--- src/rtl/envelope_gen.sv ---
// envelope_gen: per-voice ADSR amplitude envelope.
// A free-running prescaler produces envelope ticks; gate edges move the
// stage machine, ticks step the level, and the incoming sample is scaled
// by the registered level with a one-cycle registered multiply.
module envelope_gen #(
  parameter int unsigned TICK_DIV      = 12000,
  parameter int unsigned ATTACK_STEP   = 4,
  parameter int unsigned DECAY_STEP    = 1,
  parameter int unsigned SUSTAIN_LEVEL = 160,
  parameter int unsigned RELEASE_STEP  = 2
) (
  input  logic       clk,
  input  logic       nrst,
  input  logic       gate,
  input  logic [7:0] sample_in,
  output logic [7:0] sample_out,
  output logic [7:0] level,
  output logic [2:0] env_state,
  output logic       active
);

  typedef enum logic [2:0] {
    S_IDLE    = 3'd0,
    S_ATTACK  = 3'd1,
    S_DECAY   = 3'd2,
    S_SUSTAIN = 3'd3,
    S_RELEASE = 3'd4
  } state_e;

  localparam logic [15:0] TDIV_M1   = 16'(TICK_DIV - 1);
  localparam logic [8:0]  ATK_STEP9 = 9'(ATTACK_STEP);
  localparam logic [7:0]  DEC_STEP8 = 8'(DECAY_STEP);
  localparam logic [7:0]  REL_STEP8 = 8'(RELEASE_STEP);
  localparam logic [7:0]  SUS_LVL8  = 8'(SUSTAIN_LEVEL);
  // level - DECAY_STEP <= SUSTAIN_LEVEL  <=>  level <= SUSTAIN_LEVEL + DECAY_STEP,
  // which sidesteps the underflow case entirely.
  localparam logic [9:0]  DEC_LIMIT = 10'(SUSTAIN_LEVEL + DECAY_STEP);

  logic [15:0] presc_q, presc_d;
  logic        gate_q, gate_d;
  state_e      state_q, state_d;
  logic [7:0]  level_q, level_d;
  logic [7:0]  sample_out_q, sample_out_d;

  logic tick, rise, fall;
  logic [8:0] atk_sum;

  // Prescaler: free-running, never resynchronised to the gate.
  always_comb begin
    tick    = (presc_q == TDIV_M1);
    presc_d = tick ? 16'd0 : presc_q + 16'd1;
  end

  // Gate edge detection against the one-cycle delayed gate.
  always_comb begin
    gate_d = gate;
    rise   = gate & ~gate_q;
    fall   = ~gate & gate_q;
  end

  // Stage machine and level stepping; edges win over ticks so a level
  // never steps in the same cycle a stage change is forced by the key.
  always_comb begin
    state_d = state_q;
    level_d = level_q;
    atk_sum = {1'b0, level_q} + ATK_STEP9;
    if (rise) begin
      state_d = S_ATTACK;                 // legato: level carried over
    end else if (fall) begin
      if (state_q == S_ATTACK || state_q == S_DECAY || state_q == S_SUSTAIN)
        state_d = S_RELEASE;
    end else if (tick) begin
      unique case (state_q)
        S_ATTACK: begin
          if (atk_sum >= 9'd255) begin
            level_d = 8'd255;
            state_d = S_DECAY;
          end else begin
            level_d = atk_sum[7:0];
          end
        end
        S_DECAY: begin
          if ({2'b00, level_q} <= DEC_LIMIT) begin
            level_d = SUS_LVL8;
            state_d = S_SUSTAIN;
          end else begin
            level_d = level_q - DEC_STEP8;
          end
        end
        S_SUSTAIN: level_d = level_q;
        S_RELEASE: begin
          if (level_q <= REL_STEP8) begin
            level_d = 8'd0;
            state_d = S_IDLE;
          end else begin
            level_d = level_q - REL_STEP8;
          end
        end
        default: level_d = 8'd0;          // IDLE stays silent
      endcase
    end
  end

  // Scaling: upper byte of the 16-bit product, using this cycle's level.
  always_comb begin
    sample_out_d = 8'((16'(sample_in) * 16'(level_q)) >> 8);
  end

  // State registers with synchronous active-low reset.
  always_ff @(posedge clk) begin
    if (!nrst) begin
      presc_q      <= 16'd0;
      gate_q       <= 1'b0;
      state_q      <= S_IDLE;
      level_q      <= 8'd0;
      sample_out_q <= 8'd0;
    end else begin
      presc_q      <= presc_d;
      gate_q       <= gate_d;
      state_q      <= state_d;
      level_q      <= level_d;
      sample_out_q <= sample_out_d;
    end
  end

  assign sample_out = sample_out_q;
  assign level      = level_q;
  assign env_state  = state_q;
  assign active     = (state_q != S_IDLE);

endmodule

--- config.mk ---
export PLATFORM = sky130hd
export DESIGN_NAME = envelope_gen
export DESIGN_NICKNAME = d
export VERILOG_FILES = /design/src/rtl/envelope_gen.sv
export SDC_FILE = /design/constraint.sdc
export NUM_CORES = 1
export LEC_CHECK = 0
export ABC_AREA = 1
export BUFFER_PORTS_ARGS = -buffer_cell sky130_fd_sc_hd__buf_4
export CAP_MARGIN = 20
export CORE_AREA = 2 2 130 132
export DETAILED_ROUTE_END_ITERATION = 8
export DIE_AREA = 0 0 132 134
export SETUP_SLACK_MARGIN = 0.5
export SLEW_MARGIN = 20
export SYNTH_ARGS = -nofsm -noshare
export SYNTH_HDL_FRONTEND = slang
export SYNTH_SLANG_ARGS = --single-unit
--- constraint.sdc ---
create_clock -name clk -period 10.5 [get_ports clk]
set_input_delay 1.05 -clock clk [delete_from_list [all_inputs] [get_ports clk]]
set_output_delay 1.05 -clock clk [all_outputs]
set_load 0.01 [all_outputs]
# Word level (Yosys, flattened, before mapping)
# Index checks and enable logic that the tools add are counted.
[totals] ff_bits=36
[op_classes] add_sub_neg=4 n_mul=1 magnitude_cmp=3 reduce_logical=12 muxes=12 n_bitwise=8 eq_ne=13
[ops] cell="$pmux 8 s4" count=1
[ops] cell="$mux 8" count=3
[ops] cell="$mux 3" count=6
[ops] cell="$add 16x1->16 const B" count=1
[ops] cell="$eq 16x14->1 const B" count=1
[ops] cell="$mul 8x8->16" count=1
[ops] cell="$reduce_and 6->1" count=2
[ops] cell="$add 8x3->9 const B" count=1
[ops] cell="$ge 9x8->1 const B" count=1
[ops] cell="$ne 3x2->1 const B" count=3
[ops] cell="$pmux 3 s3" count=1
[ops] cell="$le 8x2->1 const B" count=1
[ops] cell="$le 8x8->1 const B" count=1
[ops] cell="$ne 4x3->1 const B" count=2
[ops] cell="$sub 8x1->8 const B" count=1
[ops] cell="$sub 8x2->8 const B" count=1
[ops] cell="$eq 3x2->1 const B" count=2
[ops] cell="$not 1->1" count=6
[ops] cell="$reduce_bool 3->1" count=2
[ops] cell="$reduce_bool 5->1" count=1
[ops] cell="$ne 4x4->1 const B" count=1
[ops] cell="$reduce_and 4->1" count=1
[ops] cell="$reduce_bool 4->1" count=1
[ops] cell="$reduce_or 2->1" count=2
[ops] cell="8 further kinds" count=10

# Depth between registers and ports, before layout
# Gate-level depths: netlist of run 1.
[logic_depth] ltp_word=7 ltp_mapped=21

# Worst setup path before layout of run 1
# No wires, ideal clock.
[synth_timing] path_type="input-to-reg" startpoint="input sample_in[2]" endpoint="register sample_out_q[7] (netlist: sample_out[7])" setup_time_ns=0.115 path_slack_ns=5.753 t_arrival_ns=4.632 stages=17 path_cell_list="clkbuf_1 nand2_1 inv_1 fa_1 fa_1 fa_1 inv_1 fa_1 inv_1 ha_1 a21o_1 a31oi_1 nor2_1 nor3_1 nand3_1 nand2_1 nor2_1"
[synth_via] elab_chain_cells=1
[synth_rtl] item="start: declaration" line="15" rtl="input logic [7:0] sample_in,"
[synth_rtl] item="$mul 8x8->16" line="106" rtl="sample_out_d = 8'((16'(sample_in) * 16'(level_q)) >> 8);"
[synth_rtl] item="end signal: assignment" line="122" rtl="sample_out_q <= sample_out_d;"
[synth_rtl] item="end: declaration" line="43" rtl="logic [7:0] sample_out_q, sample_out_d;"
# No other way between the ends.
# A chain may end at the register's enable or synchronous reset.

# Worst setup path after layout of run 1
[layout_timing] startpoint="input sample_in[1]" endpoint="register sample_out_q[7] (netlist: sample_out[7])"
# Same word-level chain as after synthesis.

==> summary.txt, run 1 <==
Clock network
  • H-tree level count: 2
  • Max clock buf depth: 2
  • Post_cts resized: 0
  • Clk slew on worst S/H paths: 0.06 ns
  • Clk_lat worst skew: 0.28 ns
  • # Post-CTS Setup Buffers: 0
  • Root Driver: clkbuf_16
  • Cts hold-fix bufs: 0
  • CTS tree: yes
  • Inserted Clock Buffers: 5
  • CTS Sinks: 36

Power
  • PD cells: about 66 nW/um^2
  • Leak: 2.95 nW
  • VDD IR max: 0.0433 mV

Floorplan
  • Row count: 47
  • Die height: 134 um
  • Die span in x: around 130 um
  • Core box area: around 16,000 um^2
  • DIE AREA: 17,700 um^2
  • Io pins: 31
  • Starting density of the core: 27.4%

Setup path
  • Worst Path Class, Setup: input port to flop
  • CP Data Arrival Time: between 4 and 5 ns
  • CP Max Fanout: 8
  • Reg2reg start: level[5]$_SDFFE_PN0P_
  • Worst setup SP type: input port
  • Worst Path Required: 10.67 ns
  • Worst Setup End Kind: flop
  • Crit path launch: sample_in[1]

GRT
  • First-pass GRT wire length: approximately 18,000 um
  • GR peak layer: met2
  • GRT Total Usage: 12.1%
  • Routing usage on met2: 19.4%
  • Largest net degree at the start of global routing: 19
  • Vias in the first global route: 3,764
  • Initial antenna violation count: 0
  • Overflow left after global routing: 0
  • Met1 usage: 16.8%
  • Global-route track usage on met3: 1.85%

Detailed routing
  • WL final: around 10,000 um
  • DR iter-0 viols: 306
  • Antenna viol nets, final: 0
  • DRC errors left: 0
  • First-pass iteration count of the detailed router: 4
  • Drt wl/cell: 11.3 um
  • Via density: 4.30
  • DR vias: 3,914

STA
  • F_max: around 220 MHz
  • Hold Violations, Final: 0
  • Skew final: 0.00429 ns
  • Worst-Margin Slew: approximately 0.77 ns
  • Final WS setup: 5.87 ns
  • Fin. max-slew vios: 0
  • Setup TNS Final: 0 ns
  • Period minus WS final: 4.63 ns
  • Slew headroom: roughly 49%
  • RSZ-0062 raised after global routing: no
  • Final setup viols: 0
  • Final period util: 44.1%

Cells and area
  • Post-route cell area: ~5000 um^2
  • Ant. Diodes: 0
  • Ratio of cells with drive above 1 in the final layout: under 10%
  • Commonest cells after routing, fill and taps aside: inv_1 (160), nand2_1 (159), nor2_1 (50)
  • Layout Nets: 782
  • Finished Core Util: a little under a third
  • Commonest non-fill, non-tap cell in the layout: inv_1
  • Layout area overhead: 12.9%

Worst hold path
  • Worst hold start: presc_q[15]$_SDFF_PP0_
  • Worst min path class: flop to flop

Yosys
  • Avg Cell Area, Syn: 6.65 um^2
  • Post-synth net total: 763
  • Seq cells post-synth: 36
  • Sequential area share after synthesis: 16.2%
  • Mapped Cells: between 600 and 700
  • Synthesized cell area: 4460 um^2
  • Count of different cell masters after synthesis: 36
  • Syn. warnings: 0

Placed design
  • Count of input and output buffers: 30
  • Placed Area: 4870 um^2
  • Post-DP HPWL: approximately 8200 um
  • Pre-CTS WS: ~5.6 ns
  • Routability cong.: 0.838

Job
  • Max cap viols: 0

Status
  • Outcome: finished clean
area by class of cell:
type,instances,area (um^2)
clock buffer,6,129
clock inverter,2,35.0
tap,220,275
timing repair buffer,30,225
fill,1788,11300
sequential,36,721
multi-input combinational,448,3020
inverter,168,631
stage by stage:
step	power (mW)	hold WS [ns]	instances
floorplan	0.158	0.429	670
global placement	0.167	0.443	902
detailed placement	0.167	0.452	902
CTS	0.338	0.464	910
global route	0.348	0.485	910
finish	0.333	0.460	910
power breakdown:
part | internal (mW) | total, mW | switching (mW)
logic | 0.00844 | 0.0240 | 0.0156
clock network | 0.112 | 0.169 | 0.0571
registers | 0.138 | 0.140 | 0.00153
cell usage after synthesis:
cell type	n	share of area (%)
o21ai_0	14	1.6
nor2_1	50	4.2
fa_1	35	16
nor2_8	1	0.45
nor2_2	8	1.1
nand3_1	30	3.4
nor2_4	2	0.51
nand4_1	12	1.7
buf_6	2	0.51
buf_1	1	0.084
nor3_4	1	0.37
nor3b_1	2	0.34
a21o_1	1	0.17
o22ai_1	1	0.14
nand3b_1	1	0.17
o21bai_1	5	0.84
xnor2_1	2	0.39
nor4_1	2	0.28
o211ai_1	1	0.17
nand2_4	1	0.25
nand2_1	159	13
buf_2	6	0.67
a31oi_1	2	0.28
clkbuf_1	9	0.76
clkinv_1	1	0.084
o21ai_1	6	0.67
ha_1	47	13
nand2_2	6	0.84
inv_1	160	13
dfxtp_1	36	16
nand3_2	2	0.45
nor3_1	10	1.1
xor2_1	7	1.4
o2bb2ai_1	1	0.20
inv_2	7	0.59
a21oi_1	39	4.4
state kept, by name, summed over array words and instances (netlist names):
name / count
sample_out: 8
presc_q: 16
gate_q: 1
env_state: 3
level: 8
metal layers:
metal | up-vias | routed length [um]
met3 | 7 | 351
li1 | 2064 | -
met1 | 1790 | 5100
met2 | 53 | 4730
met5 | - | 0
met4 | 0 | 138
critical path: stages:
cell and delay, ns:
buf_4 0.14, nand2_1 0.07, inv_1 0.06, fa_1 0.50
fa_1 0.51, fa_1 0.55, inv_1 0.06, fa_1 0.54
inv_1 0.05, ha_1 0.34, a21o_1 0.22, a31oi_1 0.23
nor2_1 0.07, nor3_1 0.19, nand3_1 0.10, nand2_1 0.07
nor2_1 0.04
kinds of logic (layout without fill, tap and decap cells):
family,Yosys count,count (layout),synth area share (%)
flip-flops,36,36,16.2
AND/OR/NAND/NOR,287,287,28.6
AO/OA/AOI/OAI,70,70,8.42
adder cells (fa/ha/maj),82,82,28.9
XOR/XNOR,9,9,1.77
buffers and inverters,186,206,16.2
worst paths after layout:
kind | end | slack (ns) | cells past startpoint
max reg2reg | sample_out[7]$_SDFF_PN0_ | 5.95 | 16
min reg2reg | presc_q[15]$_SDFF_PP0_ | 0.46 | 2
min | presc_q[15]$_SDFF_PP0_ | 0.46 | 2
max | sample_out[7]$_SDFF_PN0_ | 5.87 | 17
Note: power is estimated with default switching activity, not from simulation.
==> run 2: changes to the inputs <==
==> constraint.sdc (replaced) <==
create_clock -name clk -period 4.7 [get_ports clk]
set_input_delay 0.47 -clock clk [delete_from_list [all_inputs] [get_ports clk]]
set_output_delay 0.47 -clock clk [all_outputs]
set_load 0.01 [all_outputs]
==> summary.txt, run 2 (synthesized netlist as in run 1, its figures left out) <==
Worst hold path
  • Worst Hold Path EP: gate_q$_SDFF_PN0_ (was presc_q[15]$_SDFF_PP0_)
  • Worst hold start: gate (was presc_q[15]$_SDFF_PP0_)
  • Hold depth: 3 (was 2)
  • Worst min path class: input port to flop (was flop to flop)

Setup path
  • R2r worst-path depth: 16 (unchanged)
  • Worst Path Class, Setup: flop to flop (was input port to flop)
  • CP Max Fanout: 6 (was 8)
  • Worst Setup End Kind: flop (unchanged)
  • Reg2reg end: sample_out[7]$_SDFF_PN0_ (unchanged)
  • Crit path launch: level[6]$_SDFFE_PN0P_ (was sample_in[1])
  • Reg2reg start: level[6]$_SDFFE_PN0P_ (was level[5]$_SDFFE_PN0P_)
  • Reg2Reg Setup Slack: 0.67 ns (was 5.95 ns)
  • Max incr delay on CP: 0.55 ns (about the same)
  • Worst Path Required: 4.87 ns (was 10.67 ns)
  • Crit-path cells: nand2_1, inv_1, fa_1, fa_1, fa_1, inv_1, fa_1, inv_1, ha_1, a21o_1, a31oi_2, nor2_1, nor3_1, nand3_1, nand2_1, nor2_1 (was buf_4, nand2_1, inv_1, fa_1, fa_1, fa_1, inv_1, fa_1, inv_1, ha_1, a21o_1, a31oi_1, nor2_1, nor3_1, nand3_1, nand2_1, nor2_1)
  • Crit-path most repeated cell: fa_1 (unchanged)
  • Slowest-stage cell, CP: fa_1 (unchanged)
  • Worst setup SP type: flop (was input port)
  • CP Data Arrival Time: 4.20 ns (was 4.80 ns)

Floorplan
  • DIE AREA: 17,700 um^2 (unchanged)
  • Die span in x: 132 um (unchanged)
  • Io pins: 31 (unchanged)
  • Row count: 47 (unchanged)
  • Die height: 134 um (unchanged)
  • Core box area: 16,300 um^2 (unchanged)
  • Starting density of the core: 27.4% (unchanged)

Clock network
  • CTS tree: yes (unchanged)
  • Post_cts resized: 0 (unchanged)
  • # Post-CTS Setup Buffers: 0 (unchanged)
  • Clk_lat worst skew: 0.28 ns (about the same)
  • Clk slew on worst S/H paths: 0.06 ns (about the same)
  • CTS Sinks: 36 (unchanged)
  • Cts hold-fix bufs: 0 (unchanged)
  • Inserted Clock Buffers: 5 (unchanged)
  • H-tree level count: 2 (unchanged)
  • Max clock buf depth: 2 (unchanged)
  • Root Driver: clkbuf_16 (unchanged)

Cells and area
  • Commonest non-fill, non-tap cell in the layout: inv_1 (unchanged)
  • Ant. Diodes: 0 (unchanged)
  • Finished Core Util: 31.4% (was 30.9%)
  • Ratio of cells with drive above 1 in the final layout: 11.9% (was 9.42%)
  • Max reg flops: 16 (unchanged)
  • Biggest register: presc_q (unchanged)
  • Post-route cell area: 5120 um^2 (was 5030 um^2)
  • Commonest cells after routing, fill and taps aside: inv_1 (160), nand2_1 (159), nor2_1 (50) (unchanged)
  • Layout area overhead: 14.9% (was 12.9%)
  • Layout Nets: 790 (was 782)
  • Final cell count without fillers: 918 (was 910)

Job
  • Max cap viols: 0 (unchanged)

Placed design
  • Placed Area: 4930 um^2 (was 4870 um^2)
  • Post-placement cell count: 910 (was 902)
  • Count of input and output buffers: 30 (unchanged)
  • Post-DP HPWL: 8360 um (was 8230 um)
  • Routability cong.: 0.842 (was 0.838)

Detailed routing
  • DR vias: 3,944 (was 3,914)
  • Via density: 4.30 (about the same)
  • DRC errors left: 0 (unchanged)
  • Antenna viol nets, final: 0 (unchanged)
  • First-pass iteration count of the detailed router: 4 (unchanged)
  • WL final: 10,100 um (was 10,300 um)
  • Drt wl/cell: 11.0 um (was 11.3 um)
  • DR iter-0 viols: 216 (was 306)

STA
  • F_max: 248 MHz
  • Skew final: 0.00648 ns (was 0.00429 ns)
  • Period minus WS final: 4.03 ns
  • Slew headroom: 68.8% (was 48.9%)
  • Setup TNS Final: 0 ns (unchanged)
  • Final period util: 85.7%
  • Fin. max-slew vios: 0 (unchanged)
  • Hold Violations, Final: 0 (unchanged)
  • Final setup viols: 0 (unchanged)
  • Worst-Margin Slew: 0.467 ns (was 0.765 ns)
  • RSZ-0062 raised after global routing: yes (was no)

Power
  • Clock Power Share: 51.5% (was 50.7%)
  • Internal: 0.580 mW (was 0.258 mW)
  • Combinational Power Share: 7.1% (was 7.2%)
  • Sequential power share: 41.4% (was 42.0%)
  • VDD IR max: 0.131 mV (was 0.0433 mV)
  • PD cells: 147 nW/um^2 (was 66.1 nW/um^2)
  • Leak: 3.00 nW (was 2.95 nW)
  • Switching fraction of total power: 23.1% (was 22.3%)
  • P_sw: 0.174 mW (was 0.0742 mW)

GRT
  • Largest net degree at the start of global routing: 14 (was 19)
  • Overflow left after global routing: 0 (unchanged)
  • First-pass GRT wire length: 17,100 um (was 17,700 um)
  • Vias in the first global route: 3,667 (was 3,764)
  • GRT Total Usage: 11.7% (was 12.1%)
  • Initial antenna violation count: 0 (unchanged)

Status
  • Outcome: finished clean (unchanged)
## run 2: changes by cell type in the layout (fill, tap and decap cells not counted), sizes merged
| cell | before | now |
|---|---|---|
| buf | 30 | 38 |
| clkbuf | 6 | 5 |
| clkinv | 2 | 1 |
| clkinvlp | 0 | 1 |
| inv | 167 | 168 |
## run 2: worst max path at each step
| stage | end | slack (ns) | cells after the start |
|---|---|---|---|
| 2_1_floorplan | sample_out[7]$_SDFF_PN0_ | 0.50 | 17 |
| 3_3_place_gp | sample_out[7]$_SDFF_PN0_ | 0.42 | 17 |
| 3_5_place_dp | sample_out[7]$_SDFF_PN0_ | 0.40 | 17 |
| 4_1_cts | sample_out[7]$_SDFF_PN0_ | 0.51 | 16 |
| 5_1_grt | sample_out[7]$_SDFF_PN0_ | 0.49 | 16 |
| 6_report | sample_out[7]$_SDFF_PN0_ | 0.67 | 16 |
## run 2: layout make-up
cell class | count | area [um^2]
fill | 1793 | 11200
clock inverter | 3 | 46.3
timing repair buffer | 38 | 289
multi-input combinational | 448 | 3030
clock buffer | 5 | 125
inverter | 168 | 631
tap | 220 | 275
sequential | 36 | 728
## run 2: per-layer routing
metal | wire, um | GRT usage [%] | part of all wire (%)
met2 | 4690 | 19.2 | 47
met5 | 0 | 0 | 0
met1 | 4970 | 16.2 | 49
met3 | 276 | 1.55 | 2.7
met4 | 127 | 2.60 | 1.3
## run 2: power groups by stage
stage	clock [mW]	combinational [mW]	sequential [mW]
final	0.388	0.0536	0.312
after global routing	0.411	0.0605	0.313
after CTS	0.400	0.0542	0.312
after detailed placement	0	0.0540	0.319
after global placement	0	0.0539	0.319
after floorplan	0	0.0345	0.319
## run 2: worst max-delay path, delay by kind of cell, from the launching register on
| kind | cells | cell delay [ns] |
|---|---|---|
| compound gates | 2 | 0.42 |
| buf+inv | 3 | 0.16 |
| flops | 1 | 0.41 |
| fa+ha+maj | 5 | 2.39 |
| simple gates | 6 | 0.55 |
## run 2: per-stage QoR
stage / hold slack [ns] / worst slack [ns] / total power, mW
after global routing: 0.417 / 0.488 / 0.784
after global placement: 0.445 / 0.418 / 0.373
final: 0.417 / 0.672 / 0.754
after CTS: 0.408 / 0.506 / 0.766
after floorplan: 0.429 / 0.504 / 0.353
after detailed placement: 0.452 / 0.403 / 0.373
==> run 3: changes to the inputs <==
--- a/config.mk
+++ b/config.mk
@@ -9,6 +9,7 @@
 export BUFFER_PORTS_ARGS = -buffer_cell sky130_fd_sc_hd__buf_4
 export CAP_MARGIN = 20
 export CORE_AREA = 2 2 130 132
+export CTS_BUF_LIST = sky130_fd_sc_hd__clkbuf_4 sky130_fd_sc_hd__clkbuf_8
 export DETAILED_ROUTE_END_ITERATION = 8
 export DIE_AREA = 0 0 132 134
 export SETUP_SLACK_MARGIN = 0.5
==> summary.txt, run 3 (synthesized netlist as in run 1, its figures left out) <==
Power
  • PD cells: 128 nW/um^2 (was 147 nW/um^2)
  • Power consumption: 0.647 mW (was 0.754 mW)
  • Leak: 2.97 nW (was 3.00 nW)
  • VDD IR max: 0.0914 mV (was 0.131 mV)

Placed design
  • Post-DP HPWL: 8360 um (unchanged)
  • Routability cong.: 0.842 (unchanged)
  • Post-placement cell count: 910 (unchanged)
  • Placed Area: 4930 um^2 (unchanged)
  • Count of input and output buffers: 30 (unchanged)
  • Pre-CTS WS: 0.403 ns (unchanged)

Clock network
  • Clk_lat worst skew: 0.29 ns (was 0.28 ns)
  • H-tree level count: 2 (unchanged)
  • Inserted Clock Buffers: 5 (unchanged)
  • # Post-CTS Setup Buffers: 0 (unchanged)
  • Root Driver: clkbuf_8 (was clkbuf_16)
  • CTS tree: yes (unchanged)
  • CTS Sinks: 36 (unchanged)
  • Clk slew on worst S/H paths: 0.08 ns (was 0.06 ns)
  • Max clock buf depth: 2 (unchanged)

STA
  • Final setup viols: 0 (unchanged)
  • Worst-Margin Slew: 0.466 ns (was 0.467 ns)
  • Final period util: 84.8% (was 85.7%)
  • F_max: 251 MHz (was 248 MHz)
  • Skew final: 0.00597 ns (was 0.00648 ns)
  • Minimum hold slack: 0.405 ns (was 0.417 ns)
  • Hold Violations, Final: 0 (unchanged)
  • RSZ-0062 raised after global routing: no (was yes)
  • Slew headroom: 68.8% (about the same)
  • Period minus WS final: 3.98 ns (was 4.03 ns)
  • Fin. max-slew vios: 0 (unchanged)
  • Final WS setup: 0.716 ns (was 0.672 ns)
  • Setup TNS Final: 0 ns (unchanged)

Floorplan
  • DIE AREA: 17,700 um^2 (unchanged)
  • Row count: 47 (unchanged)
  • Core box area: 16,300 um^2 (unchanged)
  • Starting density of the core: 27.4% (unchanged)
  • Die height: 134 um (unchanged)
  • Io pins: 31 (unchanged)
  • Die span in x: 132 um (unchanged)

Cells and area
  • Post-route cell area: 5080 um^2 (was 5120 um^2)
  • Commonest non-fill, non-tap cell in the layout: inv_1 (unchanged)
  • Biggest register: presc_q (unchanged)
  • Max reg flops: 16 (unchanged)
  • Commonest cells after routing, fill and taps aside: inv_1 (160), nand2_1 (159), nor2_1 (50) (unchanged)
  • Layout area overhead: 13.9% (was 14.9%)
  • Final cell count without fillers: 918 (unchanged)
  • Ratio of cells with drive above 1 in the final layout: 12.0% (was 11.9%)
  • Ant. Diodes: 0 (unchanged)
  • Layout Nets: 790 (unchanged)
  • Finished Core Util: 31.2% (was 31.4%)

Detailed routing
  • First-pass iteration count of the detailed router: 4 (unchanged)
  • Antenna viol nets, final: 0 (unchanged)
  • DR iter-0 viols: 237 (was 216)
  • DR vias: 3,932 (was 3,944)
  • WL final: 10,100 um (about the same)
  • DRC errors left: 0 (unchanged)
  • Drt wl/cell: 11.0 um (about the same)
  • Via density: 4.28 (was 4.30)

Worst hold path
  • Worst hold start: gate (unchanged)
  • Worst min path class: input port to flop (unchanged)

Setup path
  • Max incr delay on CP: 0.55 ns (about the same)
  • Worst setup SP type: flop (unchanged)
  • Slowest-stage cell, CP: fa_1 (unchanged)
  • Reg2reg start: level[7]$_SDFFE_PN0P_ (was level[6]$_SDFFE_PN0P_)
  • CP Max Fanout: 12 (was 6)
  • Crit-path cells: buf_6, nand2_1, inv_1, fa_1, fa_1, fa_1, inv_1, fa_1, inv_1, ha_2, nand2_1, nor2_1, inv_1, nor4_1, a21oi_1, nand2_1, nand2_1, nor2_1 (was nand2_1, inv_1, fa_1, fa_1, fa_1, inv_1, fa_1, inv_1, ha_1, a21o_1, a31oi_2, nor2_1, nor3_1, nand3_1, nand2_1, nor2_1)
  • Worst Path Class, Setup: flop to flop (unchanged)
  • Worst Path Required: 4.92 ns (was 4.87 ns)
  • Crit path launch: level[7]$_SDFFE_PN0P_ (was level[6]$_SDFFE_PN0P_)
  • Worst Setup End Kind: flop (unchanged)
  • CP Data Arrival Time: 4.21 ns (was 4.20 ns)

Status
  • Outcome: finished clean (unchanged)

GRT
  • GRT Total Usage: 11.7% (about the same)
  • Largest net degree at the start of global routing: 14 (unchanged)
  • Overflow left after global routing: 0 (unchanged)
  • Initial antenna violation count: 0 (unchanged)
  • First-pass GRT wire length: 17,100 um (about the same)
  • Vias in the first global route: 3,670 (was 3,667)

Job
  • Max cap viols: 0 (unchanged)
## run 3: report_power, final
group          internal [mW]  total, mW  switching, mW
clock                  0.160      0.283          0.123
sequential             0.307      0.311        0.00345
combinational         0.0189     0.0536         0.0347
total                  0.486      0.647          0.162
## run 3: layout make-up
type                       instances  area [um^2]
multi-input combinational        448         3030
fill                            1796        11200
timing repair buffer              38          289
clock inverter                     3         46.3
clock buffer                       5         68.8
sequential                        36          733
inverter                         168          631
tap                              220          275
## run 3: per-layer routing
metal	GRT usage, %	part of all wire (%)	wire length, um
met1	16.2	49	4930
met2	19.2	47	4690
met3	1.55	2.9	294
met4	3.14	1.5	151
met5	0	0	0
## run 3: worst max-delay path, delay by kind of cell (launching register included)
| family | cells | cell delay, ns |
|---|---|---|
| AOI/OAI and AO/OA | 1 | 0.12 |
| adders and majority gates | 5 | 2.46 |
| buffers and inverters | 5 | 0.36 |
| DFF | 1 | 0.35 |
| and+or+nand+nor | 7 | 0.63 |
## run 3: what timing repair did
action	4_1_cts	5_1_grt
resized for setup	0	14
setup endpoints to repair	0	5
hold buffers	0	0
## run 3: worst paths after layout
check / end / slack (ns) / depth (start not counted)
max: sample_out[5]$_SDFF_PN0_ / 0.72 / 18
min: gate_q$_SDFF_PN0_ / 0.40 / 3
max reg2reg: sample_out[5]$_SDFF_PN0_ / 0.72 / 18
min reg2reg: presc_q[15]$_SDFF_PP0_ / 0.46 / 2
